File: config.mk
export PLATFORM = sky130hd
export DESIGN_NAME = ifetch_queue
export DESIGN_NICKNAME = d
export VERILOG_FILES = /design/src/rtl/ifetch_queue.sv
export SDC_FILE = /design/constraint.sdc
export NUM_CORES = 1
export LEC_CHECK = 0
export CORE_ASPECT_RATIO = 0.5
export CORE_MARGIN = 2
export CORE_UTILIZATION = 54
export DETAILED_ROUTE_END_ITERATION = 8
export HOLD_SLACK_MARGIN = 0.1
export PLACE_DENSITY = 0.81
export SKIP_LAST_GASP = 1
export SYNTH_ARGS = -nofsm -noshare
export SYNTH_HDL_FRONTEND = slang
export SYNTH_SLANG_ARGS = --single-unit
File: constraint.sdc
create_clock -name clk -period 5.2 [get_ports clk]
set_input_delay 0.52 -clock clk [delete_from_list [all_inputs] [get_ports clk]]
set_output_delay 0.52 -clock clk [all_outputs]
set_load 0.05 [all_outputs]
File: src/rtl/ifetch_queue.sv
// Fetch queue: issues pc to imem, tags each request with its pc, and buffers in-order responses for decode.
// Latency: 2 cycles minimum from pc accept to id_valid. The response is written at the edge; the entry is visible the next cycle.
// Backpressure: stall holds the pc until imem accepts it. Requests stop when buffered, in-flight and to-be-dropped fetches reach DEPTH.
//
// Ports:
//   clk, rst                      clock; asynchronous active-low reset
//   pc, jump, stall               PC unit interface (jump flushes the queue; stall holds pc)
//   imem_req_valid/ready/addr     fetch request to instruction memory
//   imem_resp_valid/data          in-order responses (latency >= 1, no backpressure)
//   id_valid/ready, id_pc/inst    head entry handed to decode
module ifetch_queue #(
    parameter int XLEN  = 64,
    parameter int DEPTH = 4
) (
    input  logic            clk,
    input  logic            rst,
    input  logic [XLEN-1:0] pc,
    input  logic            jump,
    output logic            stall,
    output logic            imem_req_valid,
    output logic [XLEN-1:0] imem_req_addr,
    input  logic            imem_req_ready,
    input  logic            imem_resp_valid,
    input  logic [31:0]     imem_resp_data,
    output logic            id_valid,
    output logic [XLEN-1:0] id_pc,
    output logic [31:0]     id_inst,
    input  logic            id_ready
);
    localparam int PW = $clog2(DEPTH);
    localparam int CW = PW + 1;
    localparam logic [PW-1:0] P_ONE   = PW'(1);
    localparam logic [CW-1:0] C_ONE   = CW'(1);
    localparam logic [CW:0]   DEPTH_L = (CW+1)'(DEPTH);

    logic [XLEN-1:0]  ent_pc   [DEPTH];
    logic [31:0]      ent_inst [DEPTH];
    logic [DEPTH-1:0] ent_filled;

    logic [PW-1:0] head, tail, fill;
    // pend counts allocated-but-unfilled slots. It is kept explicitly because
    // tail == fill is ambiguous when every slot is outstanding.
    logic [CW-1:0] count, pend, drop_cnt;

    logic        credit_ok, accept, pop, resp_drop, resp_fill;
    logic [CW:0] occupancy;

    // Fetches still owed to a flushed stream hold credit until they return.
    // Otherwise responses to the new stream could outrun the slots.
    assign occupancy = {1'b0, count} + {1'b0, drop_cnt};
    assign credit_ok = occupancy < DEPTH_L;

    assign imem_req_valid = rst & ~jump & credit_ok;
    assign imem_req_addr  = pc;
    assign accept         = imem_req_valid & imem_req_ready;
    assign stall          = ~accept;

    assign id_valid = ent_filled[head] & ~jump;
    assign id_pc    = ent_pc[head];
    assign id_inst  = ent_inst[head];
    assign pop      = id_valid & id_ready;

    // Responses are matched to requests by order only. The responses owed to
    // flushed fetches come back first, so they are discarded first.
    assign resp_drop = imem_resp_valid & (drop_cnt != '0);
    assign resp_fill = imem_resp_valid & (drop_cnt == '0) & (pend != '0);

    always_ff @(posedge clk or negedge rst) begin
        if (!rst) begin
            head       <= '0;
            tail       <= '0;
            fill       <= '0;
            count      <= '0;
            pend       <= '0;
            drop_cnt   <= '0;
            ent_filled <= '0;
            for (int i = 0; i < DEPTH; i++) begin
                ent_pc[i]   <= '0;
                ent_inst[i] <= '0;
            end
        end else if (jump) begin
            head       <= '0;
            tail       <= '0;
            fill       <= '0;
            count      <= '0;
            pend       <= '0;
            ent_filled <= '0;
            // A response arriving now is consumed either from drop_cnt or from a slot.
            // The slot is flushed anyway. Either way, that response is no longer owed.
            drop_cnt   <= drop_cnt + pend - CW'(resp_drop | resp_fill);
        end else begin
            if (accept) begin
                ent_pc[tail] <= pc;
                tail         <= tail + P_ONE;
            end
            // The fill slot is never the head slot while the head is filled.
            // Setting the fill slot and clearing the head slot therefore never collide.
            if (resp_fill) begin
                ent_inst[fill]   <= imem_resp_data;
                ent_filled[fill] <= 1'b1;
                fill             <= fill + P_ONE;
            end
            if (pop) begin
                ent_filled[head] <= 1'b0;
                head             <= head + P_ONE;
            end
            count <= count + CW'(accept) - CW'(pop);
            pend  <= pend + CW'(accept) - CW'(resp_fill);
            if (resp_drop) begin
                drop_cnt <= drop_cnt - C_ONE;
            end
        end
    end
endmodule

==> results of run 1 <==
-- cell usage in the layout (no fill, tap or decap), types with 2 or more instances in the layout --
cell               n
xnor2_1            8
dfrtp_1          401
fa_1               3
bufinv_16          3
clkbuf_8           7
and3_1             2
clkbuf_16         39
buf_12             3
mux2_2           207
a21oi_1            2
a22oi_1            4
o31ai_1            2
nor2_1             9
ha_1              23
inv_1             18
nand2_1            8
nor2b_1            3
xor2_1             2
clkdlybuf4s50_1  263
clkbuf_1          10
o21ai_0            4
nand2b_1           5
nand2_4            3
mux2_1           180
clkinv_2           4
mux4_2            97
dfrtp_4            2
buf_4             11
diode_2            2
-- metal layers --
metal	track usage, %	part of all wire, %	vias to the layer above
met4	6.503	2.5	0
met5	0	0	-
met1	28.03	40	5443
li1	-	-	4436
met3	3.892	3.3	68
met2	41.51	54	153
-- final cells by class --
type                            count  area (µm²)  share of cell area (%)
Multi-Input combinational cell    573        7313                   33.14
Inverter                           18       67.56                  0.3062
Antenna cell                        2       5.005                 0.02268
Clock inverter                      9       127.6                  0.5783
Tap cell                          441       551.8                   2.500
Sequential cell                   403       10090                   45.73
Clock buffer                       56        1110                   5.029
Timing Repair Buffer              279        2800                   12.69
-- worst min-delay path by stage --
stage                       end  slack, ns
floorplan              count[0]       0.22
global route        ent_pc[162]       0.51
CTS                  ent_pc[23]       0.49
finish              ent_pc[219]       0.49
detailed placement    ent_pc[5]       0.48
global placement     ent_pc[26]       0.47
-- registers in the layout, indices dropped and copies added, names as in the netlist --
name / flops
fill: 2
count: 3
tail: 2
ent_pc: 256
pend: 3
head: 2
ent_filled: 4
ent_inst: 128
drop_cnt: 3
-- power groups by stage --
stage | registers (mW) | clock network [mW] | logic, mW
6_report | 4.01 | 2.80 | 3.74
2_1_floorplan | 3.94 | 0 | 2.63
4_1_cts | 4.01 | 2.87 | 3.78
3_3_place_gp | 3.99 | 0 | 3.69
5_1_grt | 4.08 | 3.01 | 3.92
3_5_place_dp | 4.07 | 0 | 3.77
-- metrics by stage --
step                      util [%]  hold slack [ns]  power [mW]  worst slack (ns)
after floorplan                  -           0.2244       6.569             2.480
after global placement       62.76           0.4678       7.688             1.838
after detailed placement     62.76           0.4786       7.835             1.732
after CTS                    66.52           0.4930       10.67             1.165
after global routing         66.53           0.5053       11.00             1.013
final                        66.53           0.4863       10.55             1.200
-- kinds of logic (layout without fill, tap and decap cells) --
family / count (synthesis) / in the layout / synth area share (%)
compound gates: 14 / 14 / 0.4942
xor+xnor: 10 / 10 / 0.4804
fa+ha+maj: 26 / 26 / 1.908
buf+inv: 144 / 362 / 4.639
flops: 403 / 403 / 55.32
mux: 485 / 485 / 35.94
other cells: 0 / 2 / 0
simple gates: 38 / 38 / 1.222
-- worst max-delay path, delay by kind of cell --
family / cells / cell delay [ns]
simple gates: 2 / 0.92
buf+inv: 4 / 1.98
==> flow_summary_export.csv, run 1 <==
group,metric,value,unit
power,power_frac_seq,38.0,%
floorplanning,initial_utilization,54.97,%
clock_tree,cts_buffer_depth,3,
detailed_routing,vias,10100,
power,ir_worst_vdd,0.3174,mV
synth,synth_ff_type,"dfrtp_1",
power,leakagePower,10.38,nW
synth,async_flop_share,100.0,%
min_path,worstHoldStart,"ent_pc[219]",
detailed_routing,drt_iter0_markers,507,
setup_path,crit_path_end,"stall",
cells_and_area,fin_cells,1781,
placed_design,dp.cells,1713,
clock_tree,cts_sinks,403,
power,intPower,6.875,mW
setup_path,r2r_end,"count[2]",
clock_tree,cts_tree,"built",
clock_tree,cts_hold_buf,1,
synth,yosysTopAreaCell,"dfrtp_1",
setup_path,critPathArrivalTime,3.48,ns
synth,syn_avg_cell_area,16.28,µm²
detailed_routing,vias_per_cell,5.671,
setup_path,cp_cell_sequence,"dlygate4sd3_1 > buf_8 > nor3b_2 > and4_1 > inv_1 > clkdlybuf4s50_1",
synth,synth-seq-cells,403,
clock_tree,cts_root_buf,"clkbuf_16",
cells_and_area,design_area,0.02207,mm²
clock_tree,clk_pin_slew,0.06,ns
timing,post-route-min-period,4.000,ns
status,outcome,"finished clean",
setup_path,ff2ff_path_depth,9,
floorplanning,std_cell_rows,47,
cells_and_area,num-nets-final,1440,
timing,rsz0062_at_grt,"no",
synth,synth-seq-area-share,55.32,%
global_route,grt_pass1_vias,11670,
floorplanning,io_pins,265,
timing,fmax,250.0,MHz
global_route,antenna_found_initial,2,
global_route,grt_pass1_wl,63570,µm
setup_path,end_kind,"primary output",
detailed_routing,ant_nets,0,
global_route,track_usage,22.69,%
power,pwr-share-comb,35.5,%
timing,relSlewSlack,24.45,%
clock_tree,post_cts_resized,0,
clock_tree,numCtsBuffers,37,
clock_tree,postCtsSetupBuffers,0,
synth,synthCells,1120,
floorplanning,fp.dieW,263.9,µm
setup_path,rrSetupSlack,2.13,ns
timing,hold_viol,0,
flow_run,maxCapViolCount,0,
placed_design,place.gp.congestion,0.7359,
timing,setup_violations,0,
clock_tree,ctsHtreeMaxLevel,2,
placed_design,placed_cell_area,0.02082,mm²
setup_path,path_class,"in -> out",
setup_path,crit_fanout,90,
cells_and_area,area_delta_synth_final,21.04,%
clock_tree,clk_latency,0.53,ns
synth,synth_edf_count,0,
setup_path,cp-start-kind,"input pin",
synth,ys_warn_count,0,
placed_design,io_buffers,264,
synth,syn_nets,1248,
timing,finalClockSkew,0.01285,ns
setup_path,crit_slowest_cell,"clkdlybuf4s50_1",
power,swShare,34.85,%
setup_path,critPathMaxStageDelay,0.74,ns
synth,synthTopCellsByCount,"dfrtp_1, mux2_2, mux2_1, mux4_2, buf_4",
min_path,whs_path_depth,1,
detailed_routing,drtPass1Iterations,4,
placed_design,dp_hpwl,24320,µm
synth,synth_top_area_share,55.32,%
floorplanning,die_h,133.9,µm
timing,tns,0,ns
synth,synth.most_common_cell,"dfrtp_1",
global_route,overflow,0,
global_route,grt_max_degree,193,
detailed_routing,drc_errors,0,
setup_path,crit_start,"rst",
synth,synth_area,0.01823,mm²
power,p_per_area,478.1,mW/mm²
min_path,hp-class,"reg -> reg",
floorplanning,die_area,0.03534,mm²
timing,slew_viol_final,0,
setup_path,cp.required,4.68,ns
detailed_routing,routedWlPerCell,21.58,µm
synth,yosys-top-cells-area,"dfrtp_1, mux2_2, mux4_2",
timing,min_period_over_period,76.93,%
synth,yosysUniqueCellTypes,33,
timing,worstMarginPinSlew,1.133,ns
power,switching_power,3.677,mW
setup_path,r2r_start,"head[1]",
power,pwr-share-clk,26.6,%
cells_and_area,drive_above_1_share,28.55,%
cells_and_area,num-fill-cells,2319,
floorplanning,core_area,0.03317,mm²
detailed_routing,drt-total-wl,38430,µm
Power figures use the tool's default switching activity.
==> inputs of run 2 (changes only) <==
--- a/config.mk
+++ b/config.mk
@@ -7,10 +7,10 @@
 export LEC_CHECK = 0
 export CORE_ASPECT_RATIO = 0.5
 export CORE_MARGIN = 2
-export CORE_UTILIZATION = 54
+export CORE_UTILIZATION = 49
 export DETAILED_ROUTE_END_ITERATION = 8
 export HOLD_SLACK_MARGIN = 0.1
-export PLACE_DENSITY = 0.81
+export PLACE_DENSITY = 0.78
 export SKIP_LAST_GASP = 1
 export SYNTH_ARGS = -nofsm -noshare
 export SYNTH_HDL_FRONTEND = slang
==> constraint.sdc (replaced) <==
create_clock -name clk -period 3.65 [get_ports clk]
set_input_delay 0.365 -clock clk [delete_from_list [all_inputs] [get_ports clk]]
set_output_delay 0.365 -clock clk [all_outputs]
set_load 0.05 [all_outputs]
==> run 2 against run 1 <==
- hold slack better by 0.0025 ns
- total power up 45%
- core utilization shrank 5.0 points
- clock skew grew 0.0034 ns
- largest power group unchanged
- first-iteration DRC count down 4.3%
- highest routed layer unchanged
- setup slack worse by 0.72 ns
- die area increased by 10%
- combinational power rose by 43%
- via count decreased by 0.23%
- sequential share of layout area fell by 0.58 points
- sequential cell count unchanged
- global-route usage decreased by 1.7 points
==> flow_summary_export.csv, run 2 (same netlist as run 1, synthesis figures left out) <==
group,metric,value,unit
timing,slew_viol_final,0,
global_route,grt_pass1_wl,64460,µm
timing,relSlewSlack,40.74,%
detailed_routing,vias,10080,
power,leakagePower,10.48,nW
setup_path,end_kind,"primary output",
min_path,hp-class,"reg -> reg",
global_route,grt_max_degree,168,
flow_run,maxCapViolCount,0,
power,power,15.30,mW
placed_design,dp.cells,1764,
timing,rsz0062_at_grt,"no",
placed_design,io_buffers,264,
timing,worstMarginPinSlew,0.8889,ns
detailed_routing,drt_iter0_markers,485,
floorplanning,io_pins,265,
cells_and_area,post-route-util,61.58,%
clock_tree,cts_sinks,403,
clock_tree,clk_latency,0.53,ns
timing,fin_hold_ws,0.4888,ns
cells_and_area,num-nets-final,1449,
setup_path,crit_fanout,58,
detailed_routing,drc_errors,0,
setup_path,critPathArrivalTime,2.80,ns
floorplanning,die_area,0.03886,mm²
placed_design,dp_hpwl,25270,µm
placed_design,place.gp.congestion,0.7734,
cells_and_area,area_delta_synth_final,22.60,%
clock_tree,numCtsBuffers,38,
global_route,overflow,0,
detailed_routing,ant_nets,0,
status,outcome,"finished clean",
clock_tree,postCtsSetupBuffers,0,
setup_path,cp.required,3.28,ns
clock_tree,ctsHtreeMaxLevel,2,
floorplanning,std_cell_rows,49,
cells_and_area,drive_above_1_share,29.41,%
floorplanning,core_area,0.03629,mm²
detailed_routing,drtPass1Iterations,4,
cells_and_area,final_cell_mix,"dfrtp_1, clkdlybuf4s50_1, mux2_2",
clock_tree,clk_pin_slew,0.07,ns
cells_and_area,largest-register,"ent_pc",
cells_and_area,num-fill-cells,2618,
power,p_per_area,684.5,mW/mm²
cells_and_area,fin_cells,1836,
cells_and_area,multiInputGateArea,0.007313,mm²
cells_and_area,layout_commonest_cell,"dfrtp_1",
floorplanning,fp.dieW,276.8,µm
timing,tns,0,ns
power,ir_worst_vdd,0.3057,mV
timing,setup_violations,0,
global_route,grt_pass1_vias,11670,
detailed_routing,routedWlPerCell,21.68,µm
cells_and_area,top_regs,"ent_pc: 256 flops, ent_inst: 128 flops, ent_filled: 4 flops",
timing,post-route-min-period,3.167,ns
setup_path,cp-start-kind,"flop",
clock_tree,cts_buffer_depth,3,
timing,min_period_over_period,86.76,%
floorplanning,die_h,140.4,µm
timing,hold_viol,0,
global_route,antenna_found_initial,2,
clock_tree,cts_tree,"built",
setup_path,path_class,"reg -> out",
detailed_routing,drt-total-wl,39800,µm
global_route,track_usage,21.00,%
timing,finalClockSkew,0.01623,ns
cells_and_area,largest_reg_flops,256,
floorplanning,initial_utilization,50.23,%
cells_and_area,seqCellArea,0.01009,mm²
timing,fmax,315.8,MHz
detailed_routing,vias_per_cell,5.489,
clock_tree,cts_root_buf,"clkbuf_16",
-- run 2: cell count changes in the layout (fill, tap and decap cells not counted), moves of 2 or more --
cell             change
buf_12               +6
buf_4                +4
bufinv_16            +3
clkbuf_16            +2
clkbuf_8             -4
clkdlybuf4s50_1      -2
clkinv_2             +4
-- run 2: per-layer routing --
metal  track usage [%]  share of wire, %  vias to the layer above
li1                  -                 -                     4459
met1             25.02                40                     5398
met2             39.21                55                      159
met3             3.620               3.2                       61
met4             6.207               2.7                        0
met5                 0                 0                        -
-- run 2: power by group --
group | total, mW | internal [mW] | switching (mW)
Combinational | 5.36 | 2.20 | 3.16
Clock | 4.24 | 2.54 | 1.70
Sequential | 5.70 | 5.28 | 0.413
Total | 15.3 | 10.0 | 5.28
-- run 2: worst max-delay path: stages, from the launching register on --
cell,delay (ns)
dfrtp_4,0.46
buf_12,0.42
mux4_2,0.57
clkdlybuf4s50_1,0.76
-- run 2: metrics by stage --
step	worst slack [ns]	area, µm²
after floorplan	0.9298	18230
after global placement	0.6390	21000
after detailed placement	0.5264	21000
after CTS	0.4228	22350
after global routing	0.3494	22350
final	0.4833	22350
-- run 2: timing repair --
action                                 4_1_cts  5_1_grt
resized for setup                            0        0
endpoints found under the hold margin      112        0
hold buffers                                 1        0
-- run 2: final timing paths --
kind                       slack, ns  cells after the start        start           end
min                             0.49                      1    ent_pc[8]     ent_pc[8]
max in group asynchronous       1.68                      4          rst    ent_pc[71]
min reg2reg                     0.49                      1    ent_pc[8]     ent_pc[8]
min in group asynchronous       0.58                      3          rst  ent_inst[89]
max reg2reg                     0.57                     13  drop_cnt[1]   drop_cnt[2]
max                             0.48                      3      head[0]     id_pc[27]
-- run 2: area by class of cell --
class / instances / share of cell area (%)
Antenna cell: 2 / 0.02239
Clock buffer: 53 / 4.926
Clock inverter: 16 / 1.058
Inverter: 18 / 0.3023
Multi-Input combinational cell: 573 / 32.72
Sequential cell: 403 / 45.15
Tap cell: 484 / 2.709
Timing Repair Buffer: 287 / 13.11
==> inputs of run 3 (changes only) <==
--- a/config.mk
+++ b/config.mk
@@ -5,6 +5,7 @@
 export SDC_FILE = /design/constraint.sdc
 export NUM_CORES = 1
 export LEC_CHECK = 0
+export CAP_MARGIN = 5
 export CORE_ASPECT_RATIO = 0.5
 export CORE_MARGIN = 2
 export CORE_UTILIZATION = 49
==> results of run 3 <==
Same layout as run 2: the final DEF is identical, and so are final timing and power.
==> patch 1 (config.mk and constraints of run 3) <==
Change the parameter `DEPTH` from 4 to 2.
--- a/src/rtl/ifetch_queue.sv
+++ b/src/rtl/ifetch_queue.sv
@@ -12,3 +12,3 @@
     parameter int XLEN  = 64,
-    parameter int DEPTH = 4
+    parameter int DEPTH = 2
 ) (
Check against the original RTL: not equivalent (a bounded check fails within 4 cycles, from zero or initial values and one cycle with rst low).
==> patch 1 against run 3 <==
Wire length decreased by 49%; sequential cell count decreased by 200; critical endpoint is now id_pc[9]; first-iteration DRC count decreased by 64%; largest cell class unchanged; design area decreased by 43%; sequential power decreased by 43%; total power decreased by 34%; via count decreased by 44%; synthesized area decreased by 47%; setup slack got worse by 0.036 ns.
==> patch 1: results (changes against run 3) <==
{
  "outcome": {
    "status": "completed"
  },
  "detailed_routing": {
    "total_vias_in_the_final_route": {"value": 5647, "change": "-44%"},
    "dr.first_iter.drc_count": {"value": 173, "change": "-64%"}
  },
  "timing": {
    "worst_case_clock_skew": {"value": 0.00934, "unit": "ns", "change": "-0.00689 ns"}
  },
  "cts": {
    "tritoncts.num_buffers": {"value": 19, "change": "-50%"},
    "worst_skew_pair.late_latency": {"value": 0.47, "unit": "ns", "change": "-0.06 ns"},
    "h_tree_depth": {"value": 1, "change": "-1"}
  },
  "synth": {
    "yosys-mux-area-fraction": {"value": 0.356, "change": "-0.00321"},
    "yosys.area_share.adder": {"value": 0.0112, "change": "-0.00793"},
    "synth_area_per_cell": {"value": 14.9, "unit": "µm²", "change": "-8.2%"},
    "synth.distinct_cells": {"value": 34, "change": "+3.0%"},
    "netlist_top_cells_count": "dfrtp_1, mux2_2, buf_4, mux2_1, mux2_4",
    "seq_area_frac_synth": {"value": 0.526, "change": "-0.0267"},
    "synth.area.top_cells": "dfrtp_1, mux2_2, mux2_4"
  },
  "critical_path": {
    "max_stage_delay": {"value": 0.86, "unit": "ns", "change": "+0.10 ns"},
    "worstReg2RegStart": "count[0]$_DFF_PN0_",
    "slowest_stage": "dfrtp_4",
    "timing.reg2reg.worst_path_depth": {"value": 6, "change": "-7"},
    "reg2reg_to": "ent_pc[26]$_DFFE_PN0P_",
    "regToRegSetupSlack": {"value": 1.00, "unit": "ns", "change": "+0.43 ns"},
    "worst-path-max-fanout": {"value": 47, "change": "-19%"}
  },
  "global_route": {
    "grt_pass1_wl": {"value": 32100, "unit": "µm", "change": "-50%"},
    "first_global_vias": {"value": 6310, "change": "-46%"},
    "grt_use_total": {"value": 0.192, "change": "-0.0185"}
  },
  "place": {
    "place.gp.congestion": {"value": 0.760, "change": "-1.7%"},
    "post-dp-hpwl": {"value": 14000, "unit": "µm", "change": "-45%"}
  },
  "finish": {
    "num-fill-cells": {"value": 1461, "change": "-44%"},
    "n_antenna_cell": {"value": 0, "change": "-2"},
    "reg_top3": "ent_pc x128, ent_inst x64"
  },
  "power": {
    "power.ir.vdd_worst": {"value": 0.486, "unit": "mV", "change": "+59%"}
  }
}
==> patch 1: cell types whose count changed after synthesis, moves of 4 or more <==
| cell | before | now |
|---|---|---|
| buf_2 | 49 | 7 |
| inv_1 | 18 | 7 |
| mux2_4 | 0 | 49 |
| mux2_1 | 180 | 64 |
| mux2_2 | 207 | 175 |
| mux4_2 | 97 | 0 |
| a22oi_1 | 4 | 0 |
| buf_6 | 0 | 11 |
| nor2_1 | 9 | 4 |
| nand2_1 | 8 | 3 |
| dfrtp_1 | 403 | 203 |
| ha_1 | 23 | 7 |
==> patch 1: worst min-delay path by stage <==
| stage | endpoint | startpoint | slack [ns] |
|---|---|---|---|
| global placement | ent_inst[16]$_DFFE_PN0P_ | rst | 0.32 |
| floorplan | count[0]$_DFF_PN0_ | rst | 0.07 |
| CTS | ent_inst[48]$_DFFE_PN0P_ | rst | 0.38 |
| detailed placement | ent_inst[48]$_DFFE_PN0P_ | rst | 0.32 |
| global route | ent_inst[48]$_DFFE_PN0P_ | rst | 0.40 |
| finish | ent_inst[51]$_DFFE_PN0P_ | rst | 0.38 |
==> patch 1: layer usage <==
metal	GRT usage	share of wire
met3	0.0379	0.039
met1	0.231	0.41
met2	0.360	0.52
met5	0	0
met4	0.0494	0.024
==> patch 1: cell families (layout without fill, tap and decap cells) <==
group,count (synthesis),in the layout
flip-flops,203,203
XOR/XNOR,9,9
adder cells (fa/ha/maj),8,8
buffers and inverters,105,316
AND/OR/NAND/NOR,20,20
multiplexers,289,289
AO/OA/AOI/OAI,12,12
==> patch 1: through the flow <==
| stage | power (mW) | worst slack, ns | area (µm²) |
|---|---|---|---|
| 2_1_floorplan | 6.69 | 0.399 | 9650 |
| 3_3_place_gp | 8.07 | 0.909 | 12000 |
| 4_1_cts | 10.2 | 0.390 | 12700 |
| 6_report | 10.1 | 0.447 | 12700 |
| 5_1_grt | 10.6 | 0.347 | 12700 |
| 3_5_place_dp | 8.19 | 0.901 | 12000 |
==> patch 1: power groups by stage <==
| stage | Clock [mW] | Sequential (mW) | Combinational [mW] |
|---|---|---|---|
| after CTS | 2.03 | 3.27 | 4.91 |
| after global routing | 2.13 | 3.35 | 5.08 |
| after global placement | 0 | 3.24 | 4.83 |
| final | 1.97 | 3.27 | 4.86 |
| after detailed placement | 0 | 3.30 | 4.89 |
| after floorplan | 0 | 3.18 | 3.51 |
==> patch 1: cell type report <==
cell class | count | share of cell area
sequential | 203 | 0.402
inverter | 7 | 0.00208
timing repair buffer | 278 | 0.219
clock buffer | 25 | 0.0417
clock inverter | 6 | 0.00633
multi-input combinational | 338 | 0.303
tap | 266 | 0.0263
==> patch 2 (flow settings as in run 3) <==
Without the edit above. Reset style: synchronous (`rst`), changed in one clocked block. Comments in the files are not updated.
--- a/src/rtl/ifetch_queue.sv
+++ b/src/rtl/ifetch_queue.sv
@@ -67,3 +67,3 @@
 
-    always_ff @(posedge clk or negedge rst) begin
+    always_ff @(posedge clk) begin
         if (!rst) begin
Check against the original RTL: differs if rst is asserted again (counterexample within 4 cycles, from zero or initial values and one cycle with rst low); with rst held inactive, the same outputs for 4 cycles.
==> patch 2 against run 3 <==
The run now ends with DRC left; sequential cell count increased by 2; design area decreased by 1.8%; clock skew increased by 0.0028 ns; final cell count increased by 5.1%; synthesized area decreased by 0.71%; wire length increased by 4.0%; via count increased by 6.0%; setup slack got worse by 0.013 ns.
Power is not compared: it rests on default switching activity, and its combinational part moved more than twofold at a synthesized area within 25%.
==> patch 2: results (changes against run 3) <==
{
  "outcome": {
    "violations": "DRC",
    "status": "complete, but fails checks"
  },
  "detailed_routing": {
    "route.detailed.drc": {"value": 5, "change": "+5"},
    "dr.pass1.iters": {"value": 7, "change": "+3"},
    "drt-vias-per-instance": {"value": 5.54, "change": "+0.86%"},
    "dr.first_iter.drc_count": {"value": 769, "change": "+59%"},
    "total_vias_in_the_final_route": {"value": 10684, "change": "+6.0%"}
  },
  "timing": {
    "remaining_max_slew_budget_at_the_tightest_pin": {"value": 0.421, "change": "+0.0135"},
    "worst_case_clock_skew": {"value": 0.0191, "unit": "ns", "change": "+0.00282 ns"}
  },
  "synth": {
    "yosys.area_share.adder": {"value": 0.0165, "change": "-0.00263"},
    "synth.distinct_cells": {"value": 45, "change": "+36%"},
    "yosys-mux-area-fraction": {"value": 0.123, "change": "-0.237"},
    "leading_register_cell_type_out_of_synthesis": "edfxtp_1",
    "synthesis.nets": {"value": 1352, "change": "+8.3%"},
    "synth_compound_area_frac": {"value": 0.0106, "change": "+0.00570"},
    "synthXorXnorAreaFrac": {"value": 0.00339, "change": "-0.00142"},
    "seq_area_frac_synth": {"value": 0.660, "change": "+0.107"}
  },
  "finish": {
    "finalNetCount": {"value": 1542, "change": "+6.4%"},
    "drive_gt1_frac": {"value": 0.138, "change": "-0.156"}
  },
  "place": {
    "place_area": {"value": 20800, "unit": "µm²", "change": "-0.99%"},
    "dpl.cell_count": {"value": 1862, "change": "+5.6%"},
    "place.gp.congestion": {"value": 0.783, "change": "+1.2%"}
  },
  "critical_path": {
    "signal_arrival_time_at_the_worst_endpoint": {"value": 2.81, "unit": "ns", "change": "about the same"}
  },
  "global_route": {
    "grt_pass1_wl": {"value": 64700, "unit": "µm", "change": "+0.41%"},
    "pin_count_of_the_biggest_net_entering_global_routing": {"value": 66, "change": "-61%"},
    "grt_antenna_before_repair": {"value": 0, "change": "-2"}
  }
}
-- patch 2: cell types whose count changed after synthesis, moves of 12 or more --
cell and delta:
dfrtp_1 -403, edfxtp_1 +384, nor2_1 +252, mux2_2 -207, mux2_1 -180, and2_1 +101
nand2_1 +67, and3_1 +32, dfxtp_1 +21, buf_6 +16, buf_2 -14, clkbuf_1 +12
-- patch 2: layout make-up --
| type | count | area (µm²) |
|---|---|---|
| Clock buffer | 54 | 1060 |
| Fill cell | 2675 | 14200 |
| Clock inverter | 14 | 100 |
| Sequential cell | 405 | 12000 |
| Timing Repair Buffer | 294 | 2930 |
| Inverter | 17 | 63.8 |
| Multi-Input combinational cell | 662 | 5230 |
| Tap cell | 484 | 606 |
-- patch 2: cells by family after synthesis --
group	count (synthesis)
AO/OA/AOI/OAI	29
adder cells (fa/ha/maj)	22
flip-flops	405
buffers and inverters	161
multiplexers	102
AND/OR/NAND/NOR	502
XOR/XNOR	7
-- patch 2: metal layers --
| layer | global-route usage | share of wire | vias to the layer above |
|---|---|---|---|
| met5 | 0 | 0 | - |
| met4 | 0.0555 | 0.020 | 0 |
| met3 | 0.0353 | 0.052 | 65 |
| met2 | 0.399 | 0.54 | 336 |
| met1 | 0.274 | 0.39 | 5492 |
| li1 | - | - | 4791 |
-- patch 2: worst paths after layout --
| kind | slack [ns] | depth (start not counted) | start | end |
|---|---|---|---|---|
| hold reg to reg | 0.54 | 2 | tail[0]$_SDFFE_PP0P_ | tail[0]$_SDFFE_PP0P_ |
| setup reg to reg | 0.59 | 11 | drop_cnt[2]$_SDFFE_PN0P_ | count[2]$_SDFF_PP0_ |
| setup / recovery | 0.47 | 3 | flop | id_inst[5] |
| hold / removal | 0.35 | 3 | imem_req_ready | tail[1]$_SDFFE_PP0P_ |
-- patch 2: worst register-to-register path: cells and delay by family (launching register included) --
| kind | cells | cell delay [ns] |
|---|---|---|
| flip-flops | 1 | 0.45 |
| XOR/XNOR | 2 | 0.32 |
| buffers and inverters | 2 | 0.11 |
| AND/OR/NAND/NOR | 3 | 0.84 |
| adder cells (fa/ha/maj) | 4 | 1.21 |
-- patch 2: report_power, final --
group | internal [mW] | total (mW) | switching [mW]
Sequential | 5.31 | 5.37 | 0.0675
Combinational | 0.510 | 1.47 | 0.961
Clock | 2.11 | 3.81 | 1.70
-- patch 2: per-stage QoR --
stage	hold WS (ns)	TNS, ns
3_3_place_gp	0.500	0
3_5_place_dp	0.531	0
5_1_grt	0.353	0
2_1_floorplan	0.481	-101.84
4_1_cts	0.318	0
6_report	0.346	0
